==> config.mk <==
export PLATFORM = sky130hd
export DESIGN_NAME = aes_block_sequencer
export DESIGN_NICKNAME = d
export VERILOG_FILES = /design/src/rtl/aes_block_sequencer.sv
export SDC_FILE = /design/constraint.sdc
export NUM_CORES = 1
export LEC_CHECK = 0
export ABC_AREA = 1
export CORE_AREA = 8 8 341 343
export CTS_CLUSTER_SIZE = 8
export DETAILED_ROUTE_END_ITERATION = 10
export DIE_AREA = 0 0 349 351
export MAX_ROUTING_LAYER = met4
export PLACE_DENSITY = 0.44
export SLEW_MARGIN = 20
export SYNTH_ARGS = -nofsm -noshare
export SYNTH_HDL_FRONTEND = slang
export SYNTH_SLANG_ARGS = --single-unit
==> constraint.sdc <==
create_clock -name clk_i -period 6.05 [get_ports clk_i]
set_input_delay 1.21 -clock clk_i [delete_from_list [all_inputs] [get_ports clk_i]]
set_output_delay 1.21 -clock clk_i [all_outputs]
set_load 0.01 [all_outputs]
==> src/rtl/aes_block_sequencer.sv <==
// AES job sequencer: key init, 4-beat block gather, core start/wait, 4-beat drain. Optional AES_SEQ_PERF_CNT_EN adds perf_cycles_o.
// Latency: KEY_WAIT->in_ready_o 1 cycle, core_done_i->out_valid_o 1 cycle, done_o 2 cycles after start for an empty job.
// Backpressure: input taken only in LOAD on valid; output word held stable in SEND until out_ready_i.
module aes_block_sequencer #(
    parameter int WORD_W  = 32,
    parameter int BLOCK_W = 128,
    parameter int KEY_W   = 256
) (
    input  logic               clk_i,
    input  logic               rst_ni,
    input  logic               clear_i,
    input  logic               start_i,
    input  logic [31:0]        data_size_i,
    input  logic [KEY_W-1:0]   key_i,
    input  logic               key_mode_i,
    input  logic               enc_dec_i,
    input  logic [WORD_W-1:0]  in_data_i,
    input  logic               in_valid_i,
    output logic               in_ready_o,
    output logic [WORD_W-1:0]  out_data_o,
    output logic               out_valid_o,
    input  logic               out_ready_i,
    output logic               core_init_key_o,
    output logic [KEY_W-1:0]   core_key_o,
    output logic               core_key_mode_o,
    output logic               core_enc_dec_o,
    output logic               core_start_o,
    output logic [BLOCK_W-1:0] core_block_o,
    input  logic               core_ready_i,
    input  logic               core_done_i,
    input  logic [BLOCK_W-1:0] core_result_i,
    output logic               busy_o,
    output logic               done_o
`ifdef AES_SEQ_PERF_CNT_EN
    ,
    output logic [31:0]        perf_cycles_o
`endif
);

    typedef enum logic [2:0] {
        IDLE, INIT_KEY, KEY_WAIT, LOAD, START, WAIT_CORE, SEND, FINISHED
    } state_e;

    state_e             state_q;
    logic [1:0]         beat_q;
    logic [28:0]        blk_cnt_q;
    logic [28:0]        nblk_q;
    logic [KEY_W-1:0]   key_q;
    logic               key_mode_q;
    logic               enc_dec_q;
    logic [BLOCK_W-1:0] block_q;
    logic [BLOCK_W-1:0] out_q;
    logic               in_ready_q;
    logic               out_valid_q;
    logic               init_key_q;
    logic               start_q;
    logic               busy_q;
    logic               done_q;
    logic [28:0]        blk_cnt_d;
`ifdef AES_SEQ_PERF_CNT_EN
    logic [31:0]        perf_q;
`endif

    assign blk_cnt_d = blk_cnt_q + 29'd1;

    always_ff @(posedge clk_i or negedge rst_ni) begin
        if (!rst_ni) begin
            state_q     <= IDLE;
            beat_q      <= '0;
            blk_cnt_q   <= '0;
            nblk_q      <= '0;
            key_q       <= '0;
            key_mode_q  <= 1'b0;
            enc_dec_q   <= 1'b0;
            block_q     <= '0;
            out_q       <= '0;
            in_ready_q  <= 1'b0;
            out_valid_q <= 1'b0;
            init_key_q  <= 1'b0;
            start_q     <= 1'b0;
            busy_q      <= 1'b0;
            done_q      <= 1'b0;
`ifdef AES_SEQ_PERF_CNT_EN
            perf_q      <= '0;
`endif
        end else if (clear_i) begin
            state_q     <= IDLE;
            beat_q      <= '0;
            blk_cnt_q   <= '0;
            nblk_q      <= '0;
            key_q       <= '0;
            key_mode_q  <= 1'b0;
            enc_dec_q   <= 1'b0;
            block_q     <= '0;
            out_q       <= '0;
            in_ready_q  <= 1'b0;
            out_valid_q <= 1'b0;
            init_key_q  <= 1'b0;
            start_q     <= 1'b0;
            busy_q      <= 1'b0;
            done_q      <= 1'b0;
`ifdef AES_SEQ_PERF_CNT_EN
            perf_q      <= '0;
`endif
        end else begin
            init_key_q <= 1'b0;
            start_q    <= 1'b0;
            done_q     <= 1'b0;
`ifdef AES_SEQ_PERF_CNT_EN
            if (state_q == IDLE && start_i) begin
                perf_q <= '0;
            end else if (state_q != IDLE && perf_q != 32'hFFFF_FFFF) begin
                perf_q <= perf_q + 32'd1;
            end
`endif
            case (state_q)
                IDLE: begin
                    if (start_i) begin
                        // 33-bit sum keeps sizes near 2^32 from wrapping to zero blocks
                        nblk_q     <= 29'(({1'b0, data_size_i} + 33'd15) >> 4);
                        blk_cnt_q  <= '0;
                        beat_q     <= '0;
                        key_q      <= key_mode_i ? key_i
                                                 : {key_i[KEY_W-1:KEY_W/2], {(KEY_W/2){1'b0}}};
                        key_mode_q <= key_mode_i;
                        enc_dec_q  <= enc_dec_i;
                        busy_q     <= 1'b1;
                        if (data_size_i == 32'd0) begin
                            state_q <= FINISHED;
                        end else begin
                            state_q    <= INIT_KEY;
                            init_key_q <= 1'b1;
                        end
                    end
                end
                INIT_KEY: state_q <= KEY_WAIT;
                KEY_WAIT: begin
                    if (core_ready_i) begin
                        state_q    <= LOAD;
                        in_ready_q <= 1'b1;
                        beat_q     <= '0;
                    end
                end
                LOAD: begin
                    if (in_valid_i) begin
                        block_q <= {block_q[BLOCK_W-WORD_W-1:0], in_data_i};
                        beat_q  <= beat_q + 2'd1;
                        if (beat_q == 2'd3) begin
                            in_ready_q <= 1'b0;
                            start_q    <= 1'b1;
                            state_q    <= START;
                        end
                    end
                end
                START: state_q <= WAIT_CORE;
                WAIT_CORE: begin
                    if (core_done_i) begin
                        out_q       <= core_result_i;
                        out_valid_q <= 1'b1;
                        beat_q      <= '0;
                        state_q     <= SEND;
                    end
                end
                SEND: begin
                    if (out_ready_i) begin
                        out_q  <= {out_q[BLOCK_W-WORD_W-1:0], {WORD_W{1'b0}}};
                        beat_q <= beat_q + 2'd1;
                        if (beat_q == 2'd3) begin
                            out_valid_q <= 1'b0;
                            blk_cnt_q   <= blk_cnt_d;
                            if (blk_cnt_d == nblk_q) begin
                                state_q <= FINISHED;
                            end else begin
                                state_q    <= LOAD;
                                in_ready_q <= 1'b1;
                            end
                        end
                    end
                end
                FINISHED: begin
                    state_q <= IDLE;
                    busy_q  <= 1'b0;
                    done_q  <= 1'b1;
                end
                default: state_q <= IDLE;
            endcase
        end
    end

    assign in_ready_o      = in_ready_q;
    assign out_valid_o     = out_valid_q;
    assign out_data_o      = out_q[BLOCK_W-1 -: WORD_W];
    assign core_init_key_o = init_key_q;
    assign core_key_o      = key_q;
    assign core_key_mode_o = key_mode_q;
    assign core_enc_dec_o  = enc_dec_q;
    assign core_start_o    = start_q;
    assign core_block_o    = block_q;
    assign busy_o          = busy_q;
    assign done_o          = done_q;
`ifdef AES_SEQ_PERF_CNT_EN
    assign perf_cycles_o   = perf_q;
`endif

endmodule

==> run metrics, run 1 <==
Final Hold Vio Count 0; outcome finished clean; synthesized flop and latch total roughly 580; Required @ worst endpoint approximately 6.5 ns; Iteration-0 DRC Markers about 1500; CTS sink count just under 600; Area Growth Syn to Fin 50.0%; fraction of layout cells with a size suffix above 1 under 10%; Yosys cell types 40; Mapped Area about 25000 um2; initial core utilization around 22%; busiest grt layer met2; Total GRT Usage about a fifth; count leader, synth dfrtp_1; WL/cell 24.8 um; total power approximately 12 mW; largest net degree at the start of global routing about 170; Port Buffers 881; final antenna-violating net count 0; min Tclk post-route between 3 and 4 ns; vias between 20000 and 25000; RD Place Congestion between 0.8 and 0.9; drt first pass iters 6; max frequency 291 MHz; Least-Margin Pin Slew 1.09 ns; adder-cell share of the synthesized area less than 1%; register area share after synthesis between 50% and 60%; setup bufs post-CTS 0; Top delay family on crit path buffers and inverters; Layout Skew 0.0385 ns; Crit Path Max Fanout a little under 80; Critical Path, Cell by Cell clkdlybuf4s50_1 -> nor4_1 -> nor2_1 -> nand2_4 -> buf_4 -> o21ai_0; post_cts resized 0; clock latency on the worst-skew pair between 0.6 and 0.7 ns; Syn Nets approximately 3000; Final Net Count 3799; Final Slew Violations 0; largest family of logic cells by synthesized area compound AO/OA/AOI/OAI gates; DP HPWL roughly 90 mm; syn avg cell area around 9.8 um2; met1 Use GR between 20 and 25%; Yosys top cell by area dfrtp_1; TritonCTS clock tree built; Compound-Gate Fraction of Synth Area 19.4%; Cell Rows 123; CTS clk-pin slew, worst paths around 0.050 ns; Die Ht between 300 and 400 um; Bufs and invs on worst path 2; startpoint type of the worst setup path primary input; Crit. End Element flip-flop; Post-Route WL 121 mm; Async SR Flop Fraction 100%; Critical Path AT a little under 4 ns; CP max stage cell clkdlybuf4s50_1; setup tns final 0 ns; ys flop type dfrtp_1; Pwr Density ~330 nW/um2; unrepaired setup endpoints after global routing no; maxcap violations 0; Yosys warnings 0; Die Width about 350 um; final routed DRC violation total 0; vias in the first global route about 23000; leak pwr about 16 nW; num ports between 800 and 900; global-route met3 utilization under 10%; synth top area cells dfrtp_1 (58%), nand2_1 (6.2%), o21ai_0 (5.3%); hold crit path type flip-flop to flip-flop; EDFF count, synth 0; top post-synthesis cells by count dfrtp_1 (583), nand2_1 (410), o21ai_0 (265), inv_1 (249), nand3_1 (201); endpoints failing setup 0; Post-Syn Instances approximately 2600; post-synthesis xor/xnor area fraction less than 1%; relative slew slack 27.4%; Post-Layout Cell Count 4870; met2 Resource Use GR a little under a third; Core Area 111000 um2; Root Buffer clkbuf_16; GRT Residual Overflow 0; first-pass GRT wire length about 170 mm; Clock H-tree levels 3; Synth Area in Simple Gates approximately 14%; Worst Path Class, Setup primary input to flip-flop; initial antenna violation count 42; Worst setup startpoint clear_i; Die Footprint about 120000 um2; clock tree buffer depth 3; Cells after DPL around 4800; Via density roughly 4.6; Min-Delay Startpoint out_q[124]$_DFFE_PN0P_; maximum vdd ir drop 186 uV; reg-to-reg critical path startpoint state_q[0]$_DFFE_PN0P_; period utilization between 50% and 60%; CP max stage delay ~0.73 ns; hold buffers post-CTS 0; mux contribution to synthesized area 0%; CTS Buf Count 85; post-synth top area share roughly three fifths
==> final timing paths <==
path / slack [ns] / cells past startpoint / end
max in group asynchronous: 4.01 / 2 / nblk_q[27]$_DFFE_PN0P_
min reg2reg: 0.48 / 2 / out_q[124]$_DFFE_PN0P_
max: 2.62 / 6 / out_q[43]$_DFFE_PN0P_
max reg2reg: 3.08 / 11 / out_q[43]$_DFFE_PN0P_
min in group asynchronous: 0.59 / 1 / core_block_o[17]$_DFFE_PN0P_
min: 0.48 / 2 / out_q[124]$_DFFE_PN0P_
==> state kept, by name, summed over array words and instances, names as in the netlist <==
register,flops
beat_q,2
core_start_o,1
busy_o,1
out_valid_o,1
core_init_key_o,1
core_enc_dec_o,1
core_key_mode_o,1
state_q,3
out_q,128
blk_cnt_q,29
core_block_o,128
core_key_o,256
in_ready_o,1
nblk_q,29
done_o,1
==> through the flow <==
step                      hold slack (ns)  worst slack, ns  cell area, um2  utilization (%)
final                               0.479             2.62           37500             33.7
after global routing                0.503             2.37           37500             33.7
after CTS                           0.486             2.64           37500             33.7
after detailed placement            0.473             1.93           35100             31.5
after global placement              0.465             1.98           35100             31.5
after floorplan                     0.453             3.36           25000                -
==> report_power, final <==
part           internal (mW)  switching [mW]  total [mW]
registers               4.48           0.392        4.87
logic                   1.35            1.61        2.96
clock network           2.58            1.84        4.42
total                   8.41            3.84        12.2
==> area by class of cell <==
| class | instances | area, um2 |
|---|---|---|
| Timing Repair Buffer | 911 | 9170 |
| Antenna cell | 14 | 35.0 |
| Tap cell | 1500 | 1880 |
| Inverter | 255 | 970 |
| Multi-Input combinational cell | 1503 | 8500 |
| Clock buffer | 94 | 2210 |
| Clock inverter | 10 | 161 |
| Sequential cell | 583 | 14600 |
| Fill cell | 11400 | 73800 |
==> worst min-delay path: stages (launching register included) <==
cell	delay (ns)
dfrtp_1	0.34
nand2_1	0.05
o21ai_0	0.06
==> cell families (layout without fill, tap and decap cells) <==
group / count (synthesis) / count (layout)
fa+ha+maj: 2 / 2
compound gates: 684 / 684
xor+xnor: 5 / 5
buf+inv: 464 / 1270
flops: 583 / 583
other cells: 0 / 14
simple gates: 812 / 812
==> per-layer routing <==
layer | vias to the layer above | share of wire, % | routed length, um
met4 | 0 | 2.0 | 2410
met2 | 784 | 50 | 60400
met5 | - | 0 | 0
met3 | 170 | 7.5 | 9090
met1 | 11000 | 41 | 49000
li1 | 10400 | - | -
==> layout by cell type, fill, tap and decap left out, drive strengths merged <==
master         instances
a21boi                 1
a21oi                 11
a22o                 130
a22oi                 67
a311oi                 1
a31o                   1
a31oi                 30
a32o                 129
a41oi                  1
buf                   32
clkbuf                94
clkdlybuf4s50        879
clkinv                 6
clkinvlp               1
dfrtp                583
diode                 14
ha                     2
inv                  258
nand2                423
nand3                201
nand3b                 1
nand4                 17
nor2                 140
nor3                  16
nor4                  13
o21ai                269
o221a                  1
o221ai                 1
o22ai                 34
o31ai                  4
o32ai                  4
or2                    1
xnor3                  1
xor2                   4
(Power assumes the default switching activity.)
==> run 2: changes to the inputs <==
CORE_AREA = 8 8 342 344   (was 8 8 341 343)
DIE_AREA = 0 0 350 352   (was 0 0 349 351)
clock period = 3.3 ns   (was 6.05 ns; I/O delays follow)
==> run metrics, run 2 (synthesized netlist as in run 1, its figures left out) <==
Layout Skew 0.0586 ns (was 0.0385 ns); Final Hold Vio Count 0 (unchanged); unrepaired setup endpoints after global routing no (unchanged); Final Net Count 3829 (was 3799); DP HPWL 94.7 mm (was 91.0 mm); Pwr Density 595 nW/um2 (was 326 nW/um2); max frequency ~360 MHz; post-route cell area 38000 um2 (was 37500 um2); leak pwr 15.9 nW (was 15.6 nW); vias in the first global route 23300 (was 22600); most common library cell in the layout ignoring fill and taps clkdlybuf4s50_1 (unchanged); min Tclk post-route between 2 and 3 ns; TritonCTS clock tree built (unchanged); num ports 882 (unchanged); Iteration-0 DRC Markers 1568 (was 1481); clock tree buffer depth 3 (unchanged); RD Place Congestion 0.879 (was 0.862); WL/cell 25.2 um (was 24.8 um); clock latency on the worst-skew pair 0.67 ns (was 0.66 ns); Area Growth Syn to Fin 52.1% (was 50.0%); outcome finished clean (unchanged); endpoints failing setup 0 (unchanged); Cells after DPL 4782 (was 4752); hold crit path type primary input to async pin (was flip-flop to flip-flop); final routed DRC violation total 0 (unchanged); Core Area 112000 um2 (was 111000 um2); commonest non-fill, non-tap cells in the layout clkdlybuf4s50_1 (879), dfrtp_1 (583), nand2_1 (409) (unchanged); Critical Path AT 3.31 ns (was 3.92 ns); final antenna-violating net count 0 (unchanged); Critical Path, Cell by Cell ha_1 -> nand2_2 -> nor2_4 -> nand2_2 -> nor2_1 -> nand2_1 -> nand2_1 -> nand2_1 -> nand2_1 -> nand2_1 -> nor2_1 -> nand2_1 -> nor2_1 -> nand3_1 -> nand2_1 -> nand2_1 -> nand3_1 -> nand2_1 (was clkdlybuf4s50_1 -> nor4_1 -> nor2_1 -> nand2_4 -> buf_4 -> o21ai_0); maximum vdd ir drop 382 uV (was 186 uV); drt first pass iters 5 (was 6); Cell Rows 123 (unchanged); fillers 11400 (about the same); fraction of layout cells with a size suffix above 1 6.09% (was 5.27%); Root Buffer clkbuf_16 (unchanged); Total GRT Usage 19.9% (was 19.3%); Seq. cell area 14600 um2 (unchanged); CP max stage delay 0.49 ns (was 0.73 ns); setup tns final 0 ns (unchanged); Worst Path Class, Setup flip-flop to flip-flop (was primary input to flip-flop); CTS sink count 583 (unchanged); Die Ht 352 um (was 351 um); startpoint type of the worst setup path flip-flop (was primary input); setup bufs post-CTS 0 (unchanged); CTS clk-pin slew, worst paths 0.05 ns (about the same); vias 22600 (was 22300); Post-Route WL 124 mm (was 121 mm); placed inst area 35600 um2 (was 35100 um2); maxcap violations 0 (unchanged); relative slew slack 32.6% (was 27.4%); period utilization a little over four fifths; Die Width 350 um (was 349 um); CP max stage cell dfrtp_1 (was clkdlybuf4s50_1); most used cell, CP nand2_1; initial antenna violation count 63 (was 42); post-layout util 34.1% (was 33.7%); area occupied by multi-input gates 8500 um2 (unchanged); Top delay family on crit path simple AND/OR/NAND/NOR gates (was buffers and inverters); Port Buffers 881 (unchanged); GRT Residual Overflow 0 (unchanged); Die Footprint 123000 um2 (was 122000 um2); total power 22.6 mW (was 12.2 mW); max reg flops 256 (unchanged); initial core utilization 22.4% (was 22.5%); Required @ worst endpoint 3.84 ns (was 6.54 ns); Post-Layout Cell Count 4921 (was 4870); largest net degree at the start of global routing 133 (was 165); Final Slew Violations 0 (unchanged); Crit Path Max Fanout 7 (was 77); Via density 4.59 (about the same); first-pass GRT wire length 175 mm (was 169 mm); post_cts resized 0 (unchanged); CTS Buf Count 85 (unchanged); Crit. End Element flip-flop (unchanged); hold buffers post-CTS 0 (unchanged); Clock H-tree levels 3 (unchanged); Least-Margin Pin Slew 1.01 ns (was 1.09 ns); Bufs and invs on worst path 0 (was 2)
==> run 2: cell count changes in the layout (fill, tap and decap cells not counted), sizes merged <==
cell	change
buf	+30
clkinv	-1
inv	-1
clkbuf	+1
diode	+22
==> run 2: worst paths after layout <==
path,endpoint,cells past startpoint,from,slack (ns)
hold reg to reg,out_q[22]$_DFFE_PN0P_,2,out_q[22]$_DFFE_PN0P_,0.48
hold / removal,core_block_o[116]$_DFFE_PN0P_,1,rst_ni,0.03
setup reg to reg,in_ready_o$_DFFE_PN0P_,18,blk_cnt_q[0]$_DFFE_PN0P_,0.53
max in group asynchronous,out_q[27]$_DFFE_PN0P_,2,rst_ni,2.36
setup / recovery,in_ready_o$_DFFE_PN0P_,18,blk_cnt_q[0]$_DFFE_PN0P_,0.53
min in group clk_i,out_q[22]$_DFFE_PN0P_,2,out_q[22]$_DFFE_PN0P_,0.48
==> run 2: per-layer routing <==
metal  GRT usage [%]  share of wire [%]  wire length, um
met1            21.7                 38            47200
met2            32.0                 50            61500
met3            7.19                8.6            10600
met4            9.43                3.7             4600
met5               -                  0                0
==> run 2: area by class of cell <==
class | instances | area share [%]
inverter | 255 | 2.55
antenna | 36 | 0.237
sequential | 583 | 38.3
clock inverter | 8 | 0.398
timing repair buffer | 941 | 25.3
tap | 1500 | 4.93
clock buffer | 95 | 5.88
multi-input combinational | 1503 | 22.3
==> run 2: power by group <==
part	leakage, nW	internal, mW	switching, mW	total [mW]
sequential	7.85	8.21	0.718	8.92
combinational	6.87	2.58	2.96	5.55
clock	1.16	4.77	3.40	8.17
==> run 2: worst reg2reg max path, delay by kind of cell, from the launching register on <==
kind          cells  cell delay [ns]
fa+ha+maj         1             0.26
simple gates     17             1.96
flops             1             0.49
==> run 2: stage by stage <==
step / worst slack [ns] / hold WS, ns
2_1_floorplan: 1.16 / 0.364
3_3_place_gp: 0.243 / 0.465
3_5_place_dp: 0.202 / 0.473
4_1_cts: 0.520 / 0.0181
5_1_grt: 0.312 / 0.0417
6_report: 0.529 / 0.0298
==> run 3: changes to the inputs <==
CORE_AREA = 8 8 341 343   (was 8 8 342 344)
DIE_AREA = 0 0 349 351   (was 0 0 350 352)
PLACE_DENSITY = 0.46   (was 0.44)
clock period = 2.24 ns   (was 3.3 ns; I/O delays follow)
==> run metrics, run 3 (synthesized netlist as in run 1, its figures left out) <==
outcome complete, but fails checks (was finished clean); failing checks setup timing; first-pass GRT wire length 178 mm (was 175 mm); Iteration-0 DRC Markers 1543 (was 1568); WL/cell 25.0 um (was 25.2 um); GRT Residual Overflow 0 (unchanged); maxcap violations 0 (unchanged); Die Ht 351 um (was 352 um); Least-Margin Pin Slew 0.580 ns (was 1.01 ns); num ports 882 (unchanged); endpoints failing setup 2 (was 0); period utilization 102% (was 84.0%); min Tclk post-route 2.28 ns (was 2.77 ns); maximum vdd ir drop 601 uV (was 382 uV); Post-Route WL 127 mm (was 124 mm); CTS Buf Count 84 (was 85); Pwr Density 849 nW/um2 (was 595 nW/um2); initial core utilization 22.5% (was 22.4%); leak pwr 17.1 nW (was 15.9 nW); placed inst area 37300 um2 (was 35600 um2); post-layout util 35.7% (was 34.1%); Worst setup startpoint blk_cnt_q[1]$_DFFE_PN0P_ (was blk_cnt_q[0]$_DFFE_PN0P_); setup tns final -0.0435 ns (was 0 ns); Total GRT Usage 20.4% (was 19.9%); fillers 11400 (about the same); vias 23400 (was 22600); CTS clk-pin slew, worst paths 0.06 ns (was 0.05 ns); startpoint type of the worst setup path flip-flop (unchanged); setup ws final -0.0380 ns (was 0.529 ns); Required @ worst endpoint 2.78 ns (was 3.84 ns); Cells after DPL 4977 (was 4782); initial antenna violation count 50 (was 63); max frequency 439 MHz (was 361 MHz); clock tree buffer depth 3 (unchanged); Root Buffer clkbuf_16 (unchanged); Critical Path AT 2.81 ns (was 3.31 ns); Place WS -0.301 ns (was 0.202 ns); Worst Path Class, Setup flip-flop to flip-flop (unchanged); vias in the first global route 23700 (was 23300); slack of the worst reg-to-reg path -0.04 ns (was 0.53 ns); Die Footprint 122000 um2 (was 123000 um2); hold crit path type primary input to async pin (unchanged); Cell Rows 123 (unchanged); final routed DRC violation total 0 (unchanged); Area Growth Syn to Fin 58.8% (was 52.1%); DP HPWL 99.9 mm (was 94.7 mm); total power 33.7 mW (was 22.6 mW); largest net degree at the start of global routing 65 (was 133); Layout Skew 0.0390 ns (was 0.0586 ns); Crit Path Max Fanout 7 (unchanged); Clock H-tree levels 3 (unchanged); TritonCTS clock tree built (unchanged); Via density 4.59 (about the same); reg-to-reg critical path startpoint blk_cnt_q[1]$_DFFE_PN0P_ (was blk_cnt_q[0]$_DFFE_PN0P_); drt first pass iters 7 (was 5); Crit. End Element flip-flop (unchanged); Port Buffers 881 (unchanged); hold_ws 0.360 ns (was 0.0298 ns); Die Width 349 um (was 350 um); commonest non-fill, non-tap cells in the layout clkdlybuf4s50_1 (844), dfrtp_1 (581), nand2_1 (405) (was clkdlybuf4s50_1 (879), dfrtp_1 (583), nand2_1 (409)); Final Slew Violations 0 (unchanged); Core Area 111000 um2 (was 112000 um2); max reg flops 256 (unchanged); clock latency on the worst-skew pair 0.66 ns (was 0.67 ns); unrepaired setup endpoints after global routing yes (was no); fraction of layout cells with a size suffix above 1 11.7% (was 6.09%); Final Hold Vio Count 0 (unchanged); RD Place Congestion 0.879 (about the same); final antenna-violating net count 0 (unchanged); post-route cell area 39700 um2 (was 38000 um2); relative slew slack 61.3% (was 32.6%); most common library cell in the layout ignoring fill and taps clkdlybuf4s50_1 (unchanged); Post-Layout Cell Count 5093 (was 4921); Final Net Count 4026 (was 3829); CTS sink count 583 (unchanged)
[run 3: changes by cell type in the layout (fill, tap and decap cells not counted), sizes merged]
cell / delta
dlygate4sd3: +1
diode: -20
clkinv: +1
dlymetal6s2s: +7
clkdlybuf4s50: -35
clkbuf: -8
bufinv: +1
dlygate4sd2: +28
buf: +197
[run 3: cell type report]
| class | instances | area, um2 | share of cell area [%] |
|---|---|---|---|
| Antenna cell | 16 | 40.0 | 0.101 |
| Clock inverter | 10 | 156 | 0.394 |
| Multi-Input combinational cell | 1503 | 8560 | 21.6 |
| Sequential cell | 583 | 14600 | 36.8 |
| Inverter | 255 | 973 | 2.45 |
| Tap cell | 1500 | 1880 | 4.73 |
| Clock buffer | 87 | 2120 | 5.35 |
| Timing Repair Buffer | 1139 | 11400 | 28.7 |
[run 3: worst paths after layout]
| path | cells past startpoint | to |
|---|---|---|
| worst max register to register | 17 | in_ready_o$_DFFE_PN0P_ |
| min in group clk_i | 3 | core_block_o[13]$_DFFE_PN0P_ |
| worst max-delay path | 17 | in_ready_o$_DFFE_PN0P_ |
| max in group asynchronous | 3 | out_q[113]$_DFFE_PN0P_ |
| worst min register to register | 2 | out_q[98]$_DFFE_PN0P_ |
| worst min-delay path | 2 | core_key_o[83]$_DFFE_PN0P_ |
[run 3: report_power, final]
part	total, mW	switching (mW)	internal (mW)	leakage, nW
Clock	11.7	4.91	6.81	1.12
Combinational	8.83	4.57	4.26	8.16
Sequential	13.2	1.06	12.1	7.85
Total	33.7	10.5	23.2	17.1
[run 3: critical path, cell delays in order, from the launching register on]
cell and delay (ns):
dfrtp_1 0.35, ha_2 0.19, nand2_2 0.07, nor2_4 0.15, buf_12 0.14, nand2_8 0.07, nor2_4 0.23, nand2_1 0.09
nand3_1 0.09, nand3_1 0.09, nor2_2 0.13, nand2_1 0.08, nor2_2 0.15, nand3_2 0.11, nand2_2 0.08, nand2_2 0.05
nand3_1 0.07, nand2_1 0.05
[run 3: timing repair]
action	in CTS	in global routing
endpoints found under the hold margin	17	0
pin swaps	2	9
setup buffers	0	2
hold buffers	1	0
gates resized for setup	33	22
endpoints found under the setup margin	32	11
[run 3: per-layer routing]
layer  routed length (um)  vias up  track usage [%]  share of wire [%]
met3                 9090      191             5.77                7.1
met1                51200    11500             24.1                 40
li1                     -    10900                -                  -
met5                    0        -                -                  0
met2                64100      795             34.4                 50
met4                 3030        0             4.96                2.4
